==> config.mk <==
export PLATFORM = sky130hd
export DESIGN_NAME = song_sequencer_flat
export DESIGN_NICKNAME = d
export VERILOG_FILES = /design/src/rtl/song_sequencer_if.sv /design/src/rtl/song_sequencer.sv /design/src/flat_wrapper.sv
export SDC_FILE = /design/constraint.sdc
export NUM_CORES = 1
export LEC_CHECK = 0
export ABC_AREA = 1
export BUFFER_PORTS_ARGS = -buffer_cell sky130_fd_sc_hd__buf_2
export CAP_MARGIN = 15
export CORE_MARGIN = 5
export CORE_UTILIZATION = 45
export DETAILED_ROUTE_END_ITERATION = 7
export HOLD_SLACK_MARGIN = 0.12
export PLACE_DENSITY = 0.79
export SLEW_MARGIN = 20
export SYNTH_ARGS = -nofsm -noshare
export SYNTH_HDL_FRONTEND = slang
export SYNTH_SLANG_ARGS = --single-unit
==> constraint.sdc <==
create_clock -name clk -period 2 [get_ports clk]
set_input_delay 0.2 -clock clk [delete_from_list [all_inputs] [get_ports clk]]
set_output_delay 0.2 -clock clk [all_outputs]
set_load 0.01 [all_outputs]
==> src/rtl/song_sequencer_if.sv <==
// song_sequencer_if: ROM bus and note-player handshake of the song sequencer.
//   rom_addr   sequencer -> ROM     {song_q, idx}
//   rom_data   ROM -> sequencer     {note, duration}
//   new_note   sequencer -> player  one-cycle strobe, note/duration valid
//   note       sequencer -> player  registered note
//   duration   sequencer -> player  registered duration
//   note_done  player -> sequencer  one-cycle strobe, note finished
//   song_done  sequencer -> host    one-cycle strobe at song end
//   note_index sequencer -> host    current note index
interface song_sequencer_if #(
  parameter int NOTE_W    = 6,
  parameter int DUR_W     = 6,
  parameter int SONG_BITS = 2,
  parameter int IDX_BITS  = 5
);
  logic [SONG_BITS+IDX_BITS-1:0] rom_addr;
  logic [NOTE_W+DUR_W-1:0]       rom_data;
  logic                          new_note;
  logic [NOTE_W-1:0]             note;
  logic [DUR_W-1:0]              duration;
  logic                          note_done;
  logic                          song_done;
  logic [IDX_BITS-1:0]           note_index;

  modport master (
    output rom_addr, new_note, note, duration, song_done, note_index,
    input  rom_data, note_done
  );

  modport slave (
    input  rom_addr, new_note, note, duration, song_done, note_index,
    output rom_data, note_done
  );
endinterface

==> src/rtl/song_sequencer.sv <==
// song_sequencer: walks the notes of the selected song in an external ROM and
// hands each one to the note player, advancing on note_done.
//   clk      rising-edge clock
//   reset    asynchronous, active-high
//   play     level, run (1) / pause (0)
//   song     song select; a change rewinds to note 0 of the new song
//   loop     level, wrap to note 0 at song end
//   restart  one-cycle pulse, rewind to note 0 of the current song
//   bus      ROM bus + player handshake (master side)
module song_sequencer #(
  parameter int NOTE_W      = 6,
  parameter int DUR_W       = 6,
  parameter int SONG_BITS   = 2,
  parameter int IDX_BITS    = 5,
  parameter int ROM_LATENCY = 1
) (
  input  logic                 clk,
  input  logic                 reset,
  input  logic                 play,
  input  logic [SONG_BITS-1:0] song,
  input  logic                 loop,
  input  logic                 restart,
  song_sequencer_if.master     bus
);

  typedef enum logic [2:0] {PAUSE, FETCH, CHECK, ISSUE, WAIT_DONE, DONE} state_t;

  localparam logic [1:0]          LAT_LAST = 2'(ROM_LATENCY - 1);
  localparam logic [IDX_BITS-1:0] IDX_LAST = '1;
  localparam logic [IDX_BITS-1:0] IDX_ONE  = IDX_BITS'(1);

  state_t               state, state_d;
  logic [SONG_BITS-1:0] song_q, song_d;
  logic [IDX_BITS-1:0]  idx, idx_d;
  logic [1:0]           lat_cnt, lat_d;
  logic [NOTE_W-1:0]    note_q, rom_note;
  logic [DUR_W-1:0]     dur_q, rom_dur;
  logic                 load, sd_reg, sd_reg_d, sd_now, trig;

  assign rom_note = bus.rom_data[NOTE_W+DUR_W-1:DUR_W];
  assign rom_dur  = bus.rom_data[DUR_W-1:0];
  assign trig     = restart || (song != song_q);

  always_comb begin
    state_d  = state;
    idx_d    = idx;
    song_d   = song_q;
    lat_d    = lat_cnt;
    load     = 1'b0;
    sd_reg_d = 1'b0;
    sd_now   = 1'b0;
    if (trig) begin
      // rewind wins over note_done and over any end-of-song handling
      song_d  = song;
      idx_d   = '0;
      lat_d   = '0;
      state_d = play ? FETCH : PAUSE;
    end else begin
      case (state)
        PAUSE: if (play) begin
          state_d = FETCH;
          lat_d   = '0;
        end
        FETCH: begin
          if (!play)                   state_d = PAUSE;
          else if (lat_cnt == LAT_LAST) state_d = CHECK;
          else                         lat_d   = lat_cnt + 2'd1;
        end
        CHECK: begin
          if (rom_dur == '0) begin
            // zero duration marks the end of the song; song_done is
            // combinational so it lands in this CHECK cycle
            sd_now = 1'b1;
            if (loop) begin
              idx_d   = '0;
              lat_d   = '0;
              state_d = FETCH;
            end else begin
              state_d = DONE;
            end
          end else begin
            load    = 1'b1;
            state_d = ISSUE;
          end
        end
        ISSUE: state_d = WAIT_DONE;
        WAIT_DONE: begin
          if (bus.note_done) begin
            lat_d = '0;
            if (idx == IDX_LAST) begin
              sd_reg_d = 1'b1;
              idx_d    = '0;
              state_d  = !loop ? DONE : (play ? FETCH : PAUSE);
            end else begin
              idx_d   = idx + IDX_ONE;
              state_d = play ? FETCH : PAUSE;
            end
          end else if (!play) begin
            state_d = PAUSE;
          end
        end
        DONE:    state_d = DONE;
        default: state_d = PAUSE;
      endcase
    end
  end

  always_ff @(posedge clk or posedge reset) begin
    if (reset) begin
      state   <= PAUSE;
      idx     <= '0;
      song_q  <= '0;
      lat_cnt <= '0;
      note_q  <= '0;
      dur_q   <= '0;
      sd_reg  <= 1'b0;
    end else begin
      state   <= state_d;
      idx     <= idx_d;
      song_q  <= song_d;
      lat_cnt <= lat_d;
      sd_reg  <= sd_reg_d;
      if (load) begin
        note_q <= rom_note;
        dur_q  <= rom_dur;
      end
    end
  end

  assign bus.rom_addr   = {song_q, idx};
  assign bus.new_note   = (state == ISSUE);
  assign bus.note       = note_q;
  assign bus.duration   = dur_q;
  assign bus.song_done  = sd_now | sd_reg;
  assign bus.note_index = idx;

endmodule
==> src/flat_wrapper.sv <==
// flat-port wrapper written by rule: the top's interface ports become plain ports
module song_sequencer_flat 
#(
  parameter int NOTE_W      = 6,
  parameter int DUR_W       = 6,
  parameter int SONG_BITS   = 2,
  parameter int IDX_BITS    = 5,
  parameter int ROM_LATENCY = 1
)
  (clk, reset, play, song, loop, restart, bus_rom_addr, bus_new_note, bus_note, bus_duration, bus_song_done, bus_note_index, bus_rom_data, bus_note_done);
  song_sequencer_if #(.NOTE_W(NOTE_W), .DUR_W(DUR_W), .SONG_BITS(SONG_BITS), .IDX_BITS(IDX_BITS)) bus_i ();
  input  logic clk;
  input  logic reset;
  input  logic play;
  input  logic [SONG_BITS-1:0] song;
  input  logic loop;
  input  logic restart;
  output wire logic [$bits(bus_i.rom_addr)-1:0] bus_rom_addr;
  output wire logic [$bits(bus_i.new_note)-1:0] bus_new_note;
  output wire logic [$bits(bus_i.note)-1:0] bus_note;
  output wire logic [$bits(bus_i.duration)-1:0] bus_duration;
  output wire logic [$bits(bus_i.song_done)-1:0] bus_song_done;
  output wire logic [$bits(bus_i.note_index)-1:0] bus_note_index;
  input wire logic [$bits(bus_i.rom_data)-1:0] bus_rom_data;
  input wire logic [$bits(bus_i.note_done)-1:0] bus_note_done;
  assign bus_rom_addr = bus_i.rom_addr;
  assign bus_new_note = bus_i.new_note;
  assign bus_note = bus_i.note;
  assign bus_duration = bus_i.duration;
  assign bus_song_done = bus_i.song_done;
  assign bus_note_index = bus_i.note_index;
  assign bus_i.rom_data = bus_rom_data;
  assign bus_i.note_done = bus_note_done;
  song_sequencer #(.NOTE_W(NOTE_W), .DUR_W(DUR_W), .SONG_BITS(SONG_BITS), .IDX_BITS(IDX_BITS), .ROM_LATENCY(ROM_LATENCY)) u_core (.clk(clk), .reset(reset), .play(play), .song(song), .loop(loop), .restart(restart), .bus(bus_i));
endmodule
---- Yosys cells after proc, flatten, opt, wreduce, memory -nomap -nowiden ----
Cells that the tools add are included.
W data, S select, Z words.
storage, ports and cells
  logic and storage cells ................. 70
  input bits .............................. 20
  register bits after elaboration ......... 25
  output and inout port bits .............. 26
cells by class
  reduce and logical (&&, ||, !) cells .... 9
  bitwise gates (word level) .............. 1
  eq/ne operators ......................... 15
  $add $sub $neg .......................... 2
  muxes and demuxes ....................... 36
operator list
  operator               count
  $mux W3                10
  $mux W5                5
  $pmux W3 S6            1
  $ne A3 B2 Y1 const B   5
  $mux W2                7
  $mux W1                11
  $pmux W5 S2            1
  $pmux W2 S4            1
  $reduce_and A7 Y1      1
  $eq A3 B2 Y1 const B   2
  $eq A3 B3 Y1 const B   2
  $logic_not A6 Y1       1
  $add A5 B1 Y5 const B  1
  $eq A5 B5 Y1 const B   1
  $reduce_bool A5 Y1     1
  $ne A4 B2 Y1 const B   1
  $ne A4 B3 Y1 const B   1
  $reduce_and A4 Y1      1
  $eq A3 B1 Y1 const B   1
  $logic_not A3 Y1       1
  $ne A3 B1 Y1 const B   1
  $reduce_and A3 Y1      1
  $reduce_bool A3 Y1     1
  $add A2 B1 Y2 const B  1
  other kinds (4)        4

---- Longest topological paths before layout ----
Gate-level depths: netlist of the first run.
  depth after elaboration ................. 6
  mapped depth ............................ 10
  mapped depth without buffers ............ 10

---- Least setup slack after synthesis of the first run ----
Ideal clock, no wire load.
  path type ............................... reg-to-reg
  start point ............................. register u_core.idx[0] (netlist: u_core.bus.note_index[0])
  end point ............................... register u_core.idx[3] (netlist: u_core.bus.note_index[3])
  setup time .............................. 0.065 ns
  setup slack ............................. 0.555 ns
  clock period less this slack ............ 1.445 ns
  buffers on the path ..................... 0
  data arrival time ....................... 1.381 ns
  required time ........................... 1.935 ns
  cell stages (with the launch flop) ...... 10
  cell sequence ........................... dfrtp_1 > ha_1 > nand2_1 > nor2_1 > ha_1 > inv_1 > nand4_1 > nor2_1 > nand3_1 > nand2_1
between the ends
  cells in the longest elaborated chain, start to end .. 5
  elaborated cells between the ends (all ways) .. 6
  classes of those cells .................. add/sub (1); eq/ne (1); mux (4)
ends and longest elaborated chain
  element                                               line                                        source
  from (decl)                                           song_sequencer.sv:34                        logic [IDX_BITS-1:0] idx, idx_d;
  from (signal assigned)                                song_sequencer.sv:119                       idx <= idx_d;
  $add A5 B1 Y5 / $eq A5 B5 Y1 (equally long branches)  song_sequencer.sv:95, song_sequencer.sv:90
  $mux W5 *                                             song_sequencer.sv:90                        if (idx == IDX_LAST) begin
  $mux W5 *                                             song_sequencer.sv:88                        if (bus.note_done) begin
  $pmux W5 S2 *                                         song_sequencer.sv:59                        case (state)
  $mux W5 *                                             song_sequencer.sv:52                        if (trig) begin
Every way passes the cells marked *; elsewhere a longest branch is shown, timed or not. The select of a mux whose other input is x is not followed.
A chain may end at the register's enable or synchronous reset.

---- Worst setup path after layout of the first run ----
  start point ............................. register u_core.song_q[1]
  end point ............................... output bus_song_done
between the ends
  cells in the longest elaborated chain, start to end .. 4
ends and longest elaborated chain
  element                 line                   source
  from (decl)             song_sequencer.sv:33   logic [SONG_BITS-1:0] song_q, song_d;
  from (signal assigned)  song_sequencer.sv:120  song_q <= song_d;
  $ne A2 B2 Y1            song_sequencer.sv:42   assign trig = restart || (song != song_q);
  $logic_or A1 B1 Y1      song_sequencer.sv:42
  $mux W1                 song_sequencer.sv:52
  $or A1 B1 Y1            song_sequencer.sv:134  assign bus.song_done = sd_now | sd_reg;
  to (decl)               flat_wrapper.sv:22     output wire logic [$bits(bus_i.song_done)-1:0] bus_song_done;
Every way passes these cells.

==> results of run 1 <==
[worst paths after layout]
path                                           end  depth (start not counted)  slack [ps]
worst max register to register     u_core.state[0]                         10         410
max in group asynchronous          u_core.state[0]                          4        1290
worst max-delay path                 bus_song_done                          4         220
worst min register to register  u_core.bus.note[3]                          2         490
worst min-delay path                 u_core.sd_reg                          3         140
min in group asynchronous       u_core.bus.note[0]                          4         470
[through the flow]
stage	worst slack, ps	cell area [sq um]	utilization (%)
after floorplan	555	1480	-
after global placement	406	1700	54.6
after detailed placement	385	1700	54.6
after CTS	46.5	1870	60.4
after global routing	96.6	1880	60.5
final	220	1880	60.5
[metal layers]
| metal | wire length (microns) | vias up | GRT usage (%) |
|---|---|---|---|
| met5 | 0 | - | 0 |
| met4 | 82 | 0 | 6.84 |
| met3 | 210 | 9 | 4.66 |
| met2 | 1670 | 43 | 29.7 |
| met1 | 1530 | 643 | 20.5 |
| li1 | - | 738 | - |
[report_power, final]
part	switching, uW	internal, uW
clock network	160	75.3
registers	18.0	533
logic	107	83.9
[layout by cell type (no fill, tap or decap), types with 2 or more instances in the layout]
cell           instances
buf_2                 45
buf_4                  2
clkbuf_4               3
clkinv_2               2
dfrtp_1               25
dlygate4sd3_1         15
ha_1                   3
inv_1                 18
inv_2                  2
nand2_1               79
nand2_2                2
nand2_4                2
nand3_1               18
nand4_1                5
nor2_1                18
nor2_4                 2
nor3_1                 2
o21ai_0                2
xor2_1                 2
[cells by family (layout without fill, tap and decap cells)]
logic type | count (synthesis) | after routing | synth area share (%)
compound gates | 6 | 6 | 3.14
xor+xnor | 3 | 3 | 1.78
fa+ha+maj | 3 | 3 | 2.54
buf+inv | 32 | 88 | 10.9
simple gates | 132 | 132 | 39.2
flops | 25 | 25 | 42.4
[worst max-delay path: cells and delay by family (launching register included)]
| kind | cells | cell delay (ps) |
|---|---|---|
| AND/OR/NAND/NOR | 1 | 290 |
| XOR/XNOR | 1 | 190 |
| flip-flops | 1 | 430 |
| buffers and inverters | 1 | 120 |
| AO/OA/AOI/OAI | 1 | 210 |
[layout make-up]
class	instances	area share, %
clock buffer	3	1.20
multi-input combinational	144	36.9
timing repair buffer	62	20.8
tap	44	2.93
clock inverter	1	0.266
inverter	22	4.60
sequential	25	33.3
[repair_timing]
action / CTS / global route
hold endpoints to repair: 39 / 0
setup endpoints to repair: 0 / 1
gates resized for setup: 0 / 1
hold buffers: 15 / 0
==> results.sh, run 1 <==
export IMPL_worstPathCellList="xor2_1 > nor2_4 > a31o_2 > buf_2"
export IMPL_peakVddDrop_v=0.000426
export IMPL_min_period_over_period_pct=89.0
export IMPL_die_x_microns=67.3
export IMPL_dp_cells=282
export IMPL_cts_buffers=3
export IMPL_ant_nets=0
export IMPL_period_needed_ps=1780
export IMPL_cts_htree_levels=1
export IMPL_min_from="bus_note_done"
export IMPL_grt_overflow=0
export IMPL_synthTopCellsByCount="nand2_1 (79), dfrtp_1 (25), inv_1 (18), nand3_1 (18), nor2_1 (18)"
export IMPL_ys_ff_latch=25
export IMPL_cts_tree="yes"
export IMPL_cts_sinks=25
export IMPL_vias_per_cell=4.76
export IMPL_setup_viol=0
export IMPL_cts_max_path_buffers=2
export IMPL_powerDensity_mw_per_mm2=520
export IMPL_drt_iter0_drc=114
export IMPL_drc=0
export IMPL_hold_path_class="in -> reg"
export IMPL_syn_avg_cell_area_sq_um=7.34
export IMPL_totalWireLength_mm=3.49
export IMPL_num_rows=20
export IMPL_hpwl_mm=2.41
export IMPL_maxSlewViolCount=0
export IMPL_drive_above_1_share_pct=25.3
export IMPL_fin_cells=301
export IMPL_slowest_stage="dfrtp_1"
export IMPL_arrival_ps=1580
export IMPL_first_pass_iters=4
export IMPL_grt_setup_unrepaired="false"
export IMPL_critPathKind="reg -> out"
export IMPL_hold_violations=0
export IMPL_cts_setup_buffers=0
export IMPL_vias=1433
export IMPL_clock_fmax_mhz=562
export IMPL_yosys_warnings=0
export IMPL_synthTopCellsByArea="dfrtp_1 (42%), nand2_1 (20%), nand3_1 (6.1%)"
export IMPL_antenna_found_initial=0
export IMPL_initial_core_util_pct=47.5
export IMPL_r2r_start="u_core.bus.note_index[0]"
export IMPL_power_uw=977
export IMPL_cp_startpoint="u_core.song_q[1]"
export IMPL_cp_max_fo=9
export IMPL_clock_root_buffer="clkbuf_4"
export IMPL_worst_pin_slew_ps=514
export IMPL_p_leak_uw=0.00112
export IMPL_io_pins=46
export IMPL_whs_ps=139
export IMPL_setup_tns_ps=0
export IMPL_synth_distinct_cells=28
export IMPL_crit_required_ps=1800
export IMPL_synth_edf_count=0
export IMPL_syn_inst=201
export IMPL_num_antenna_cells=0
export IMPL_synth_most_common_cell="nand2_1"
export IMPL_die_area_sq_mm=0.00452
export IMPL_wl_per_cell_microns=11.6
export IMPL_area_delta_synth_final_pct=27.3
export IMPL_core_area_sq_mm=0.00310
export IMPL_slew_headroom_pct=65.5
export IMPL_synthArstFlopShare_pct=100
export IMPL_syn_nets=224
export IMPL_clkLatencyLatePin_ps=330
export IMPL_grt_use_total_pct=17.3
export IMPL_finalNetCount=281
export IMPL_clk_pin_slew_ps=140
export IMPL_die_h_microns=67.3
export IMPL_max_stage_delay_ps=430
export IMPL_max_cap_violations=0
export IMPL_critPathCaptureType="primary output"
export IMPL_synth_ff_type="dfrtp_1"
export IMPL_status="finished, final reports clean"
export IMPL_fill_cells=281
export IMPL_synth_top_area_share_pct=42.4
export IMPL_skew_ps=5.55
export IMPL_start_kind="register"
export IMPL_port_buffer_count=45
export IMPL_yosysTopAreaCell="dfrtp_1"
export IMPL_multi_input_comb_area_sq_um=693
export IMPL_ys_seq_area_share_pct=42.4
export IMPL_grt_pass1_wl_mm=5.97
export IMPL_synth_area_sq_mm=0.00148
export IMPL_gp_congestion=0.864
export IMPL_grt_pass1_vias=1347
export IMPL_grt_max_degree=26
export IMPL_seq_area_sq_um=626
No activity file was read; power rests on OpenSTA's default activity.
==> run 2: changes to the inputs <==
- ABC_AREA: 1 -> default
==> run 2 against run 1 <==
  * Setup slack got worse by 140 ps
  * Largest power group unchanged
  * Critical endpoint unchanged
  * Critical path type is now in -> out
  * Area after synthesis decreased by 5.5%
  * Register-to-register slack got worse by 130 ps
  * Critical path depth increased by 3
  * Die area decreased by 4.7%
  * Sequential cell count unchanged
  * Count of clock-buffer cells in the layout increased by 1
  * Synthesized cell count decreased by 35%
  * Sequential share of layout area increased by 2.1 points
  * Clock skew increased by 6.7 ps
  * Utilization decreased by 1.7 points
  * Total power decreased by 4.2%
==> results.sh, run 2 <==
export IMPL_die_x_microns=65.7
export IMPL_max_cap_violations=0
export IMPL_pwr_share_seq_pct=57.8
export IMPL_synthXorXnorAreaFrac_pct=1.89
export IMPL_arrival_ps=1720
export IMPL_clk_pin_slew_ps=120
export IMPL_syn_inst=130
export IMPL_syn_nets=153
export IMPL_worst_pin_slew_ps=408
export IMPL_hpwl_mm=2.43
export IMPL_synth_top_family_by_area="simple AND/OR/NAND/NOR gates"
export IMPL_vias=1184
export IMPL_drc=0
export IMPL_powerDensity_mw_per_mm2=530
export IMPL_syn_avg_cell_area_sq_um=10.7
export IMPL_clkPwrFrac_pct=24.0
export IMPL_synth_edf_count=0
export IMPL_skew_ps=12.2
export IMPL_crit_top_cell="buf_2"
export IMPL_whs_path_depth=2
export IMPL_synthTopCellsByArea="dfrtp_1 (45%), mux2_4 (9.7%), buf_4 (2.7%)"
export IMPL_num_rows=20
export IMPL_synth_compound_area_share_pct=9.96
export IMPL_clock_root_buffer="clkbuf_4"
export IMPL_antenna_found_initial=0
export IMPL_synth_area_sq_mm=0.00139
export IMPL_finalWorstSetupSlack_ps=80.0
export IMPL_initial_core_util_pct=46.4
export IMPL_maxSlewViolCount=0
export IMPL_drive_above_1_share_pct=36.8
export IMPL_die_area_sq_mm=0.00431
export IMPL_switchingPower_uw=242
export IMPL_synth_fa_ha_area_share_pct=2.69
export IMPL_setup_viol=0
export IMPL_cts_htree_levels=1
export IMPL_grt_use_total_pct=16.4
export IMPL_grt_pass1_vias=1192
export IMPL_cp_startpoint="song[1]"
export IMPL_vias_per_cell=5.51
export IMPL_multi_input_comb_area_sq_um=674
export IMPL_p_leak_uw=0.000964
export IMPL_setup_tns_ps=0
export IMPL_die_h_microns=65.7
export IMPL_grt_overflow=0
export IMPL_mostFrequentLayoutCell="buf_2"
export IMPL_cts_sinks=25
export IMPL_slowest_stage="dlygate4sd3_1"
export IMPL_synth_most_common_cell="dfrtp_1"
export IMPL_yosys_warnings=0
export IMPL_cts_tree="yes"
export IMPL_io_pins=46
export IMPL_min_period_over_period_pct=96.0
export IMPL_totalWireLength_mm=3.27
export IMPL_worstPathCellList="dlygate4sd3_1 > buf_2 > xor2_1 > nor3_4 > buf_6 > a41o_1 > buf_2"
export IMPL_critPathCaptureType="primary output"
export IMPL_cts_max_path_buffers=2
export IMPL_period_needed_ps=1920
export IMPL_layout_common_cells="buf_2 (45), dfrtp_1 (25), dlygate4sd3_1 (11)"
export IMPL_drt_iter0_drc=55
export IMPL_reg2reg_depth=6
export IMPL_path_buf_inv=4
export IMPL_r2r_start="u_core.bus.note_index[0]"
export IMPL_peakVddDrop_v=0.000448
export IMPL_grt_max_degree=26
export IMPL_slew_headroom_pct=72.8
export IMPL_ys_ff_latch=25
export IMPL_clock_fmax_mhz=521
export IMPL_combPwrFrac_pct=18.2
export IMPL_ant_nets=0
export IMPL_start_kind="primary input"
export IMPL_crit_required_ps=1800
export IMPL_critPathTopFamily="buffers and inverters"
export IMPL_critPathKind="in -> out"
export IMPL_finalNetCount=206
export IMPL_first_pass_iters=4
export IMPL_status="finished, final reports clean"
export IMPL_hold_path_class="in -> reg"
export IMPL_port_buffer_count=45
export IMPL_grt_setup_unrepaired="false"
export IMPL_synth_area_mux_share_pct=13.6
export IMPL_dp_slack_ps=332
export IMPL_p_sw_share_pct=25.9
export IMPL_seq_area_sq_um=626
export IMPL_synth_ff_type="dfrtp_1"
export IMPL_min_delay_worst_endpoint="u_core.bus.duration[5]"
export IMPL_regToRegEndpoint="u_core.bus.note_index[3]"
export IMPL_r2r_slack_ps=280
export IMPL_num_antenna_cells=0
export IMPL_gp_congestion=0.815
export IMPL_cts_buffers=3
export IMPL_synth_distinct_cells=36
export IMPL_area_delta_synth_final_pct=26.8
export IMPL_yosysTopAreaCell="dfrtp_1"
export IMPL_yosys_area_share_simple_pct=20.3
export IMPL_min_from="bus_rom_data[5]"
export IMPL_core_area_sq_mm=0.00300
export IMPL_synthArstFlopShare_pct=100
export IMPL_clkLatencyLatePin_ps=320
export IMPL_wl_per_cell_microns=15.2
export IMPL_cp_max_fo=7
export IMPL_synth_top_area_share_pct=44.9
export IMPL_fill_cells=250
export IMPL_internal_power_uw=693
export IMPL_max_stage_delay_ps=540
export IMPL_grt_pass1_wl_mm=5.53
export IMPL_cp_depth=7
export IMPL_hold_violations=0
export IMPL_synthTopCellsByCount="dfrtp_1 (25), nor2_1 (10), mux2_4 (9)"
export IMPL_ys_seq_area_share_pct=44.9
==> run 2: area by class of cell <==
type | count | share of cell area (%)
flip-flops and latches | 25 | 35.4
clock buffers | 4 | 1.49
well taps | 33 | 2.34
inverters | 4 | 0.850
multi-input cells | 87 | 38.2
repair buffers | 62 | 21.7
==> run 2: power groups by stage <==
stage | logic (uW) | registers, uW | clock network [uW]
2_1_floorplan | 76.6 | 560 | 0
3_3_place_gp | 147 | 549 | 0
3_5_place_dp | 152 | 550 | 0
4_1_cts | 168 | 541 | 228
5_1_grt | 187 | 543 | 247
6_report | 170 | 541 | 224
==> run 2: what timing repair did <==
| item | 4_1_cts | 5_1_grt |
|---|---|---|
| hold buffers | 11 | 0 |
| setup endpoints to repair | 0 | 1 |
| hold endpoints to repair | 35 | 0 |
| buffers inserted | 0 | 1 |
| gates resized for setup | 0 | 1 |
==> run 2: worst max path at each step <==
stage / to / slack (ps)
after floorplan: u_core.bus.duration[0] / 370
after global placement: u_core.bus.duration[2] / 390
after detailed placement: u_core.bus.note_index[3] / 330
after CTS: bus_song_done / 40
after global routing: bus_song_done / 5
final: bus_song_done / 80
==> run 2: metrics by stage <==
stage,area (sq um),std cells,total power (uW),util [%],hold slack [ps]
detailed placement,1620,199,702,53.9,265
floorplan,1390,130,637,-,227
finish,1770,215,936,58.8,142
CTS,1760,214,938,58.5,137
global placement,1620,199,696,53.9,256
global route,1770,215,978,58.8,128
==> run 2: cell families after synthesis <==
logic type	Yosys count
mux	14
simple gates	45
buf+inv	18
fa+ha+maj	3
compound gates	22
flops	25
xor+xnor	3
==> run 2: metal layers <==
metal	track usage, %	wire (microns)
met2	27.2	1620
met1	20.9	1390
met4	5.70	28
met5	0	0
met3	3.59	231
==> run 2: worst register-to-register path, stage by stage, from the launching register on <==
cell	delay [ps]
dfrtp_1	460
ha_1	250
and3_1	200
ha_1	200
and2b_1	270
nand3_1	110
a31oi_1	170
